`config.mk`:
```
export PLATFORM = sky130hd
export DESIGN_NAME = div_unit_flat
export DESIGN_NICKNAME = d
export VERILOG_FILES = /design/src/rtl/div_unit_pkg.sv /design/src/rtl/div_unit_if.sv /design/src/rtl/div_unit_step.sv /design/src/rtl/div_unit.sv /design/src/flat_wrapper.sv
export SDC_FILE = /design/constraint.sdc
export NUM_CORES = 1
export LEC_CHECK = 0
export CORE_MARGIN = 1
export CORE_UTILIZATION = 52
export CTS_CLUSTER_DIAMETER = 100
export DETAILED_ROUTE_END_ITERATION = 7
export PLACE_DENSITY = 0.74
export SETUP_SLACK_MARGIN = 0.05
export SLEW_MARGIN = 20
export SYNTH_ARGS = -nofsm -noshare
export SYNTH_HDL_FRONTEND = slang
export SYNTH_HIERARCHICAL = 1
export SYNTH_SLANG_ARGS = --single-unit
```
`constraint.sdc`:
```
create_clock -name clk -period 2.9 [get_ports clk]
set_clock_uncertainty 0.05 [all_clocks]
set_input_delay 0.58 -clock clk [delete_from_list [all_inputs] [get_ports clk]]
set_output_delay 0.58 -clock clk [all_outputs]
set_load 0.05 [all_outputs]
```
`src/rtl/div_unit_pkg.sv`:
```
// rtl/div_unit_pkg.sv - LC-3b shared types: word, extended-op encodings, divider states
package lc3b_types;

  localparam int WIDTH = 16;

  typedef logic [WIDTH-1:0] lc3b_word;
  typedef logic [2:0]       lc3b_op_x;

  // Extended ALU op select; divide encodings sit beside the multiplier's.
  localparam lc3b_op_x op_none = 3'b000;
  localparam lc3b_op_x op_mul  = 3'b001;
  localparam lc3b_op_x op_div  = 3'b010;
  localparam lc3b_op_x op_divu = 3'b011;

  typedef enum logic [2:0] {
    IDLE = 3'd0,
    PREP = 3'd1,
    ITER = 3'd2,
    FIX  = 3'd3,
    DONE = 3'd4
  } div_state_t;

  // Two's-complement negate when neg is set; 0x8000 wraps to itself.
  function automatic lc3b_word cond_negate(input lc3b_word v, input logic neg);
    lc3b_word n;
    n = lc3b_word'(~v + 1'b1);
    return neg ? n : v;
  endfunction

endpackage

```
`src/rtl/div_unit_if.sv`:
```
// rtl/div_unit_if.sv - start/busy/done request and hi/lo result bus of the divider
interface div_unit_if;
  import lc3b_types::*;

  logic     start;
  lc3b_op_x op_x_bits;
  lc3b_word opA;
  lc3b_word opB;
  logic     busy;
  logic     done;
  logic     div_by_zero;
  lc3b_word hi_bits;
  lc3b_word lo_bits;

  // Execute stage side: issues requests, consumes results.
  modport master (
    output start, op_x_bits, opA, opB,
    input  busy, done, div_by_zero, hi_bits, lo_bits
  );

  // Divider side.
  modport slave (
    input  start, op_x_bits, opA, opB,
    output busy, done, div_by_zero, hi_bits, lo_bits
  );

endinterface

```
`src/rtl/div_unit_step.sv`:
```
// rtl/div_unit_step.sv - one combinational restoring-division step
module div_step
  import lc3b_types::*;
(
  input  lc3b_word rem,
  input  lc3b_word quo,
  input  lc3b_word divisor,
  output lc3b_word next_rem,
  output lc3b_word next_quo
);

  logic [WIDTH:0] shifted;
  logic [WIDTH:0] diff;
  logic           fits;

  // Partial remainder shifted left with the next dividend bit brought in;
  // it can reach 17 bits when the divisor is above 0x7FFF.
  assign shifted = {rem, quo[WIDTH-1]};
  assign diff    = shifted - {1'b0, divisor};
  assign fits    = (shifted >= {1'b0, divisor});

  // A fitting difference is always below the divisor, so 16 bits hold it.
  assign next_rem = lc3b_word'(fits ? diff : shifted);
  assign next_quo = {quo[WIDTH-2:0], fits};

endmodule

```
`src/rtl/div_unit.sv`:
```
// rtl/div_unit.sv - multi-cycle 16-bit signed/unsigned restoring divider
module div_unit
  import lc3b_types::*;
(
  input  logic       clk,
  input  logic       reset_n,
  div_unit_if.slave  bus
);

  div_state_t state;

  // Captured request
  lc3b_word   a_q;
  lc3b_word   b_q;
  logic       is_signed;

  // Working registers; quo doubles as the dividend shift register.
  logic       sign_a;
  logic       sign_b;
  lc3b_word   rem;
  lc3b_word   quo;
  lc3b_word   divisor;
  logic [3:0] cnt;

  // Registered outputs
  logic       busy_q;
  logic       done_q;
  logic       dbz_q;
  lc3b_word   hi_q;
  lc3b_word   lo_q;

  lc3b_word   step_rem;
  lc3b_word   step_quo;
  logic       req_ok;

  assign req_ok = bus.start && (bus.op_x_bits == op_div || bus.op_x_bits == op_divu);

  div_step u_step (
    .rem      (rem),
    .quo      (quo),
    .divisor  (divisor),
    .next_rem (step_rem),
    .next_quo (step_quo)
  );

  // Control FSM with all datapath and output registers.
  always_ff @(posedge clk or negedge reset_n) begin
    if (!reset_n) begin
      state     <= IDLE;
      a_q       <= '0;
      b_q       <= '0;
      is_signed <= 1'b0;
      sign_a    <= 1'b0;
      sign_b    <= 1'b0;
      rem       <= '0;
      quo       <= '0;
      divisor   <= '0;
      cnt       <= '0;
      busy_q    <= 1'b0;
      done_q    <= 1'b0;
      dbz_q     <= 1'b0;
      hi_q      <= '0;
      lo_q      <= '0;
    end else begin
      case (state)
        IDLE: begin
          done_q <= 1'b0;
          if (req_ok) begin
            a_q       <= bus.opA;
            b_q       <= bus.opB;
            is_signed <= (bus.op_x_bits == op_div);
            busy_q    <= 1'b1;
            state     <= PREP;
          end
        end

        PREP: begin
          if (b_q == '0) begin
            // Divide by zero: all-ones quotient, dividend returned untouched.
            lo_q   <= '1;
            hi_q   <= a_q;
            dbz_q  <= 1'b1;
            done_q <= 1'b1;
            state  <= DONE;
          end else begin
            sign_a  <= is_signed & a_q[WIDTH-1];
            sign_b  <= is_signed & b_q[WIDTH-1];
            quo     <= cond_negate(a_q, is_signed & a_q[WIDTH-1]);
            divisor <= cond_negate(b_q, is_signed & b_q[WIDTH-1]);
            rem     <= '0;
            cnt     <= 4'd15;
            state   <= ITER;
          end
        end

        ITER: begin
          rem <= step_rem;
          quo <= step_quo;
          if (cnt == 4'd0) begin
            state <= FIX;
          end else begin
            cnt <= cnt - 4'd1;
          end
        end

        FIX: begin
          // Quotient truncates toward zero; remainder follows the dividend sign.
          lo_q   <= cond_negate(quo, sign_a ^ sign_b);
          hi_q   <= cond_negate(rem, sign_a);
          dbz_q  <= 1'b0;
          done_q <= 1'b1;
          state  <= DONE;
        end

        DONE: begin
          done_q <= 1'b0;
          busy_q <= 1'b0;
          state  <= IDLE;
        end

        default: begin
          done_q <= 1'b0;
          busy_q <= 1'b0;
          state  <= IDLE;
        end
      endcase
    end
  end

  assign bus.busy        = busy_q;
  assign bus.done        = done_q;
  assign bus.div_by_zero = dbz_q;
  assign bus.hi_bits     = hi_q;
  assign bus.lo_bits     = lo_q;

endmodule

```
`src/flat_wrapper.sv`:
```
// flat-port wrapper written by rule: the top's interface ports become plain ports
module div_unit_flat import lc3b_types::*;
  (clk, reset_n, bus_start, bus_op_x_bits, bus_opA, bus_opB, bus_busy, bus_done, bus_div_by_zero, bus_hi_bits, bus_lo_bits);
  div_unit_if bus_i ();
  input  logic clk;
  input  logic reset_n;
  input wire logic [$bits(bus_i.start)-1:0] bus_start;
  input wire logic [$bits(bus_i.op_x_bits)-1:0] bus_op_x_bits;
  input wire logic [$bits(bus_i.opA)-1:0] bus_opA;
  input wire logic [$bits(bus_i.opB)-1:0] bus_opB;
  output wire logic [$bits(bus_i.busy)-1:0] bus_busy;
  output wire logic [$bits(bus_i.done)-1:0] bus_done;
  output wire logic [$bits(bus_i.div_by_zero)-1:0] bus_div_by_zero;
  output wire logic [$bits(bus_i.hi_bits)-1:0] bus_hi_bits;
  output wire logic [$bits(bus_i.lo_bits)-1:0] bus_lo_bits;
  assign bus_i.start = bus_start;
  assign bus_i.op_x_bits = bus_op_x_bits;
  assign bus_i.opA = bus_opA;
  assign bus_i.opB = bus_opB;
  assign bus_busy = bus_i.busy;
  assign bus_done = bus_i.done;
  assign bus_div_by_zero = bus_i.div_by_zero;
  assign bus_hi_bits = bus_i.hi_bits;
  assign bus_lo_bits = bus_i.lo_bits;
  div_unit u_core (.clk(clk), .reset_n(reset_n), .bus(bus_i));
endmodule
```
==> out/metrics.cfg, run 1 <==
[clock_network]
cts_root_buf=clkbuf_16
clock_latency_ns=0.42
path_clk_slew_ns=0.06
cts_buffers=17
cts.sinks=125
htreeDepth=4
cts_tree=done
ctsLongestPathBuffers=2

[worst_setup_path]
worst-endpoint-arrival_ns=2.98
worstReg2RegStart=u_core/rem[1]
worstSetupPathType=reg2reg
reg2reg_slack_ns=0.16
path_max_fanout=13
reg2reg_to=u_core/rem[4]
crit_path_end_kind=register
start_kind=register
crit_required_ns=3.14
ff2ff_path_depth=10

[synthesis]
synth_seq_cells=125
synth_top_area_share_pct=41.44
synth-seq-area-share_pct=41.44
syn_area_um2=7548
yosys_warnings=6
async_flop_share_pct=100.0
syn_area_per_cell_um2=9.308
synthTopCellsByArea=dfrtp_1 41%, mux2_2 5.4%, xnor2_1 4.9%
ys.flop_type=dfrtp_1
yosysUniqueCellTypes=73
synthCells=811
synth_edf_count=0
yosys.area.top_type=dfrtp_1
synth.net_count=871

[run]
cap_violations=0

[final_layout]
final_util_pct=63.91
finalInstanceArea_um2=8975
drive_above_1_share_pct=13.11
antenna_cells=0
area_growth_pct=18.90
fill_cells=1103
nets=932

[grt]
grt_max_degree=67
grt_usage_pct=27.08
grt_pass1_wl_um=31330
antenna_found_initial=0
overflow=0
grt_pass1_vias=6224

[route]
drt_iter0_markers=650
drt_first_pass_iters=6
wl_per_cell_um=17.72
vias=6355
wirelength_um=18870
postRouteAntennaNets=0
drt_drc_violations_left=0
detail_route.vias_per_cell=5.967

[timing]
timing.final.crit_share_pct=94.63
post-route-min-period_ns=2.744
relSlewSlack_pct=36.36
tightestPinTransition_ns=0.9546
finalSetupViolations=0
timing_hold_violations_final=0
holdWs_ns=0.4333
rsz0062_at_grt=false
fin_setup_tns_ns=0
slew_viol_final=0
max_clock_freq_mhz=364.4

[floorplanning]
start_util_pct=53.76
die_y_um=122.5
die-area_um2=15000
core_area_um2=14040
fp.dieW_um=122.5
io_pins=73
row_count=43

[min_path]
hold_depth=2
worst_hold_path.endpoint=u_core/divisor[8]
worstHoldPathType=reg2reg
min-delay-start=u_core/divisor[8]

[place]
port_buffers=72
place_area_um2=8402
hpwl_um=13670
place_congestion=0.9399

[pwr]
p_leak_nw=3.818
powerDensity_nw_per_um2=1366
irDropWorstVdd_uv=584.7

[status]
status=finished clean

## through the flow
stage	total power, mW	std cells	setup slack, ns
2_1_floorplan	8.458	811	0.2662
3_3_place_gp	9.904	1032	0.2512
3_5_place_dp	10.12	1032	0.1505
4_1_cts	12.17	1065	0.1591
5_1_grt	13.09	1065	0.06873
6_report	12.26	1065	0.1558
## critical path: stages (launching register included)
cell and delay, ns:
dfrtp_1 0.43, ha_1 0.37, nand3_1 0.10, o21bai_1 0.24
a311oi_2 0.36, o21ai_1 0.15, o21a_4 0.26, inv_6 0.16
mux2_2 0.36, nand2_1 0.05, o21ai_0 0.08
## registers in the layout, summed over array words and instances (netlist names), 4 cells and up
signal and flops:
u_core/bus.lo_bits 16, u_core/rem 16, u_core/quo 16, u_core/bus.hi_bits 16, u_core/b_q 16, u_core/divisor 16, u_core/a_q 16, u_core/cnt 4
## final cells by class
| cell class | count | area (um^2) | area share [%] |
|---|---|---|---|
| sequential | 125 | 3128 | 34.85 |
| clock buffer | 22 | 464.2 | 5.172 |
| inverter | 37 | 143.9 | 1.603 |
| tap | 180 | 225.2 | 2.509 |
| multi-input combinational | 592 | 3963 | 44.15 |
| clock inverter | 10 | 90.09 | 1.004 |
| timing repair buffer | 99 | 960.9 | 10.71 |
## power by group
| part | switching, mW | total, mW | internal (mW) |
|---|---|---|---|
| sequential | 0.926 | 3.46 | 2.54 |
| combinational | 3.86 | 6.80 | 2.95 |
| clock | 0.769 | 1.99 | 1.22 |
| total | 5.55 | 12.3 | 6.71 |
## cell usage after synthesis, drive strengths merged, types with 6 or more instances
| cell | number |
|---|---|
| or4 | 10 |
| mux2i | 9 |
| nand2 | 90 |
| mux2 | 44 |
| nor3 | 11 |
| o31ai | 13 |
| a31oi | 12 |
| o41ai | 9 |
| nor2b | 6 |
| inv | 37 |
| xor2 | 24 |
| ha | 21 |
| nand3 | 9 |
| xnor2 | 42 |
| clkbuf | 30 |
| a22oi | 9 |
| nand2b | 7 |
| a21oi | 53 |
| o21ai | 74 |
| nor4 | 8 |
| buf | 27 |
| dfrtp | 125 |
| nor2 | 67 |
## cell families after synthesis
group | synth area share (%)
xor+xnor | 7.658
fa+ha+maj | 3.746
buf+inv | 6.183
mux | 8.155
compound gates | 17.74
simple gates | 15.08
flops | 41.44
## routing by layer
| layer | GRT usage, % | part of all wire, % | up-vias |
|---|---|---|---|
| li1 | - | - | 2981 |
| met2 | 42.31 | 47 | 233 |
| met3 | 5.158 | 5.3 | 37 |
| met1 | 37.14 | 46 | 3104 |
| met4 | 10.37 | 2.0 | 0 |
| met5 | 0 | 0 | - |
## how the worst max path moves through the flow
stage               slack, ns               from             to
finish                   0.16      u_core/rem[1]  u_core/rem[4]
global route             0.07  u_core/divisor[4]  u_core/rem[2]
CTS                      0.16      u_core/rem[1]  u_core/rem[4]
detailed placement       0.15      u_core/rem[1]  u_core/rem[4]
global placement         0.25      u_core/rem[1]  u_core/rem[4]
floorplan                0.27     u_core/rem[13]  u_core/rem[5]
## cells in the final DEF, fill, tap and decap left out, types with 7 or more instances in the layout
| cell type | Yosys | routed |
|---|---|---|
| a21oi_1 | 52 | 52 |
| a22oi_1 | 9 | 9 |
| a31oi_1 | 11 | 11 |
| buf_4 | 19 | 24 |
| clkbuf_16 | 0 | 17 |
| clkdlybuf4s50_1 | 0 | 71 |
| dfrtp_1 | 125 | 125 |
| ha_1 | 21 | 21 |
| inv_1 | 35 | 35 |
| mux2_2 | 36 | 36 |
| mux2_4 | 8 | 8 |
| mux2i_1 | 9 | 9 |
| nand2_1 | 89 | 89 |
| nand2b_1 | 7 | 7 |
| nand3_1 | 9 | 9 |
| nor2_1 | 67 | 67 |
| nor3_1 | 11 | 11 |
| nor4_1 | 7 | 7 |
| o21ai_0 | 71 | 71 |
| o31ai_1 | 13 | 13 |
| o41ai_1 | 9 | 9 |
| or4_1 | 9 | 9 |
| xnor2_1 | 42 | 42 |
| xor2_1 | 24 | 24 |
## repair_timing
action                                  in CTS  in global routing
endpoints found under the setup margin       0                 11
hold buffers                                 1                  0
setup buffers                                0                  0
endpoints found under the hold margin       15                  0
gates resized for setup                      0                  2
No activity file was read; power rests on OpenSTA's default activity.
==> run 2, diff against run 1 <==
--- a/config.mk
+++ b/config.mk
@@ -10,6 +10,7 @@
 export CTS_CLUSTER_DIAMETER = 100
 export DETAILED_ROUTE_END_ITERATION = 7
 export PLACE_DENSITY = 0.74
+export RECOVER_POWER = 50
 export SETUP_SLACK_MARGIN = 0.05
 export SLEW_MARGIN = 20
 export SYNTH_ARGS = -nofsm -noshare
==> run 2 against run 1 <==
Wire length hardly changed. Maximum frequency is 1.2% higher. Sequential share of layout area is 0.10 points higher. Largest cell class unchanged. Critical path depth stayed put. Core utilization is 0.19 points lower. Via count is 0.13% higher. Flip-flop and latch count stayed put.
==> out/metrics.cfg, run 2 (same netlist as run 1, synthesis figures left out) <==
[route]
met3_length_um=1008  ; was 1007 um
drt_drc_violations_left=0  ; unchanged
detail_route.vias_per_cell=5.975  ; was 5.967
postRouteAntennaNets=0  ; unchanged
vias=6363  ; was 6,355
routed.top_layer=met4  ; unchanged
wl_per_cell_um=17.73  ; was 17.72 um
drt_first_pass_iters=5  ; was 6
drt-met1-wl_um=8612  ; was 8608 um
wirelength_um=18880  ; was 18,870 um
met2WireLength_um=8868  ; was 8877 um
drt_iter0_markers=648  ; was 650

[grt]
grt_usage_pct=27.08  ; unchanged
grt_pass1_wl_um=31330  ; unchanged
overflow=0  ; unchanged
grt_pass1_vias=6224  ; unchanged
antenna_found_initial=0  ; unchanged
grt_max_degree=67  ; unchanged

[final_layout]
final_common_cell=dfrtp_1  ; unchanged
finalInstanceArea_um2=8949  ; was 8975 um^2
fill_cells=1108  ; was 1,103
layout_common_cells=125 x dfrtp_1, 89 x nand2_1, 71 x o21ai_0, 70 x clkdlybuf4s50_1, 67 x nor2_1  ; was 125 x dfrtp_1, 89 x nand2_1, 71 x clkdlybuf4s50_1, 71 x o21ai_0, 67 x nor2_1
area_growth_pct=18.55  ; was 18.90%
antenna_cells=0  ; unchanged
drive_above_1_share_pct=12.77  ; was 13.11%
nets=932  ; unchanged

[clock_network]
clock_latency_ns=0.42  ; about the same
cts.sinks=125  ; unchanged
cts_tree=done  ; unchanged
htreeDepth=4  ; unchanged
post_cts_buffers=0  ; unchanged
cts_buffers=17  ; unchanged
path_clk_slew_ns=0.06  ; about the same
cts_root_buf=clkbuf_16  ; unchanged
ctsLongestPathBuffers=2  ; unchanged

[floorplanning]
start_util_pct=53.76  ; unchanged
row_count=43  ; unchanged
die_y_um=122.5  ; unchanged
core_area_um2=14040  ; unchanged
io_pins=73  ; unchanged
die-area_um2=15000  ; unchanged
fp.dieW_um=122.5  ; unchanged

[worst_setup_path]
crit_path_end_kind=register  ; unchanged
crit_required_ns=3.14  ; about the same
cp_slowest_cell=dfrtp_1  ; unchanged
ff2ff_path_depth=10  ; unchanged
start_kind=register  ; unchanged
path_max_fanout=13  ; unchanged
cpPeakStageDelay_ns=0.43  ; about the same
worst-endpoint-arrival_ns=2.95  ; was 2.98 ns
worstSetupPathType=reg2reg  ; unchanged
worstPathCellList=ha_1 > nand3_1 > o21bai_1 > a311oi_2 > o21ai_1 > o21a_4 > inv_6 > mux2_2 > nand2_1 > o21ai_0  ; unchanged
reg2reg_to=u_core/rem[4]  ; unchanged
reg2reg_slack_ns=0.19  ; was 0.16 ns
worstReg2RegStart=u_core/rem[1]  ; unchanged

[timing]
relSlewSlack_pct=24.14  ; was 36.36%
tightestPinTransition_ns=1.138  ; was 0.9546 ns
slew_viol_final=0  ; unchanged
rsz0062_at_grt=false  ; unchanged
timing_hold_violations_final=0  ; unchanged
max_clock_freq_mhz=368.6  ; was 364.4 MHz
post-route-min-period_ns=2.713  ; was 2.744 ns
timing.final.crit_share_pct=93.54  ; was 94.63%
finalSetupViolations=0  ; unchanged
fin_setup_tns_ns=0  ; unchanged

[min_path]
worstHoldPathType=reg2reg  ; unchanged
hold_depth=2  ; unchanged
min-delay-start=u_core/divisor[8]  ; unchanged
worst_hold_path.endpoint=u_core/divisor[8]  ; unchanged

[place]
place_area_um2=8402  ; unchanged
hpwl_um=13670  ; unchanged
port_buffers=72  ; unchanged
place_congestion=0.9399  ; unchanged

[status]
status=finished clean  ; unchanged

[run]
cap_violations=0  ; unchanged

[pwr]
powerDensity_nw_per_um2=1369  ; was 1366 nW/um^2
irDropWorstVdd_uv=584.8  ; was 584.7 uV
p_leak_nw=3.803  ; was 3.818 nW

==> run 2: cell count changes in the layout (fill, tap and decap cells not counted), sizes merged <==
| cell | change |
|---|---|
| buf | -4 |
| clkbuf | +4 |
| clkdlybuf4s50 | -1 |
| dlygate4sd3 | +1 |
==> run 2: power by group <==
group          internal (mW)  switching [mW]  leakage, nW
sequential              2.54           0.929         1.54
combinational           2.94            3.85         2.00
clock                   1.22           0.770        0.266
==> run 2: worst max-delay path by stage <==
stage                               from       endpoint  slack, ns  cells past startpoint
after global placement     u_core/rem[1]  u_core/rem[4]       0.25                     10
after detailed placement   u_core/rem[1]  u_core/rem[4]       0.15                     10
after floorplan           u_core/rem[13]  u_core/rem[5]       0.27                     12
after CTS                  u_core/rem[1]  u_core/rem[4]       0.16                     10
final                      u_core/rem[1]  u_core/rem[4]       0.19                     10
after global routing             reset_n  u_core/cnt[3]       0.04                      3
==> run 2: area by class of cell <==
| class | instances | area (um^2) | share of cell area [%] |
|---|---|---|---|
| clock buffers | 22 | 464.2 | 5.187 |
| clock inverters | 10 | 90.09 | 1.007 |
| inverters | 37 | 143.9 | 1.608 |
| multi-input cells | 592 | 3963 | 44.28 |
| flip-flops and latches | 125 | 3128 | 34.96 |
| well taps | 180 | 225.2 | 2.517 |
| repair buffers | 99 | 934.6 | 10.44 |
==> run 2: through the flow <==
stage	hold slack (ns)	cells	utilization, %	power, mW	worst slack, ns
after floorplan	0.2344	811	-	8.458	0.2662
after global placement	0.4146	1032	59.83	9.904	0.2512
after detailed placement	0.4268	1032	59.83	10.12	0.1505
after CTS	0.4385	1065	63.85	12.17	0.1591
after global routing	0.4579	1065	63.73	13.09	0.04352
final	0.4332	1065	63.73	12.25	0.1872
==> run 2: routing by layer <==
metal	track usage, %	vias to the layer above
met1	37.14	3116
met5	0	-
met4	10.37	0
met3	5.158	39
met2	42.31	229
li1	-	2979
==> run 2: critical path: cells and delay by family, from the launching register on <==
family / cells / cell delay, ns
AO/OA/AOI/OAI: 5 / 1.07
adder cells (fa/ha/maj): 1 / 0.37
buffers and inverters: 1 / 0.16
flip-flops: 1 / 0.43
multiplexers: 1 / 0.36
AND/OR/NAND/NOR: 2 / 0.15
==> run 2: timing repair <==
item | 4_1_cts | 5_1_grt
hold buffers | 1 | 0
endpoints found under the setup margin | 0 | 11
gates resized for setup | 0 | 2
hold endpoints to repair | 15 | 0
==> run 3, diff against run 2 <==
--- a/config.mk
+++ b/config.mk
@@ -5,10 +5,12 @@
 export SDC_FILE = /design/constraint.sdc
 export NUM_CORES = 1
 export LEC_CHECK = 0
+export ABC_CLOCK_PERIOD_IN_PS = 2900
 export CORE_MARGIN = 1
 export CORE_UTILIZATION = 52
 export CTS_CLUSTER_DIAMETER = 100
 export DETAILED_ROUTE_END_ITERATION = 7
+export GPL_ROUTABILITY_DRIVEN = 1
 export PLACE_DENSITY = 0.74
 export RECOVER_POWER = 50
 export SETUP_SLACK_MARGIN = 0.05
==> results of run 3 <==
No change in the layout: final DEF, timing and power equal those of run 2.
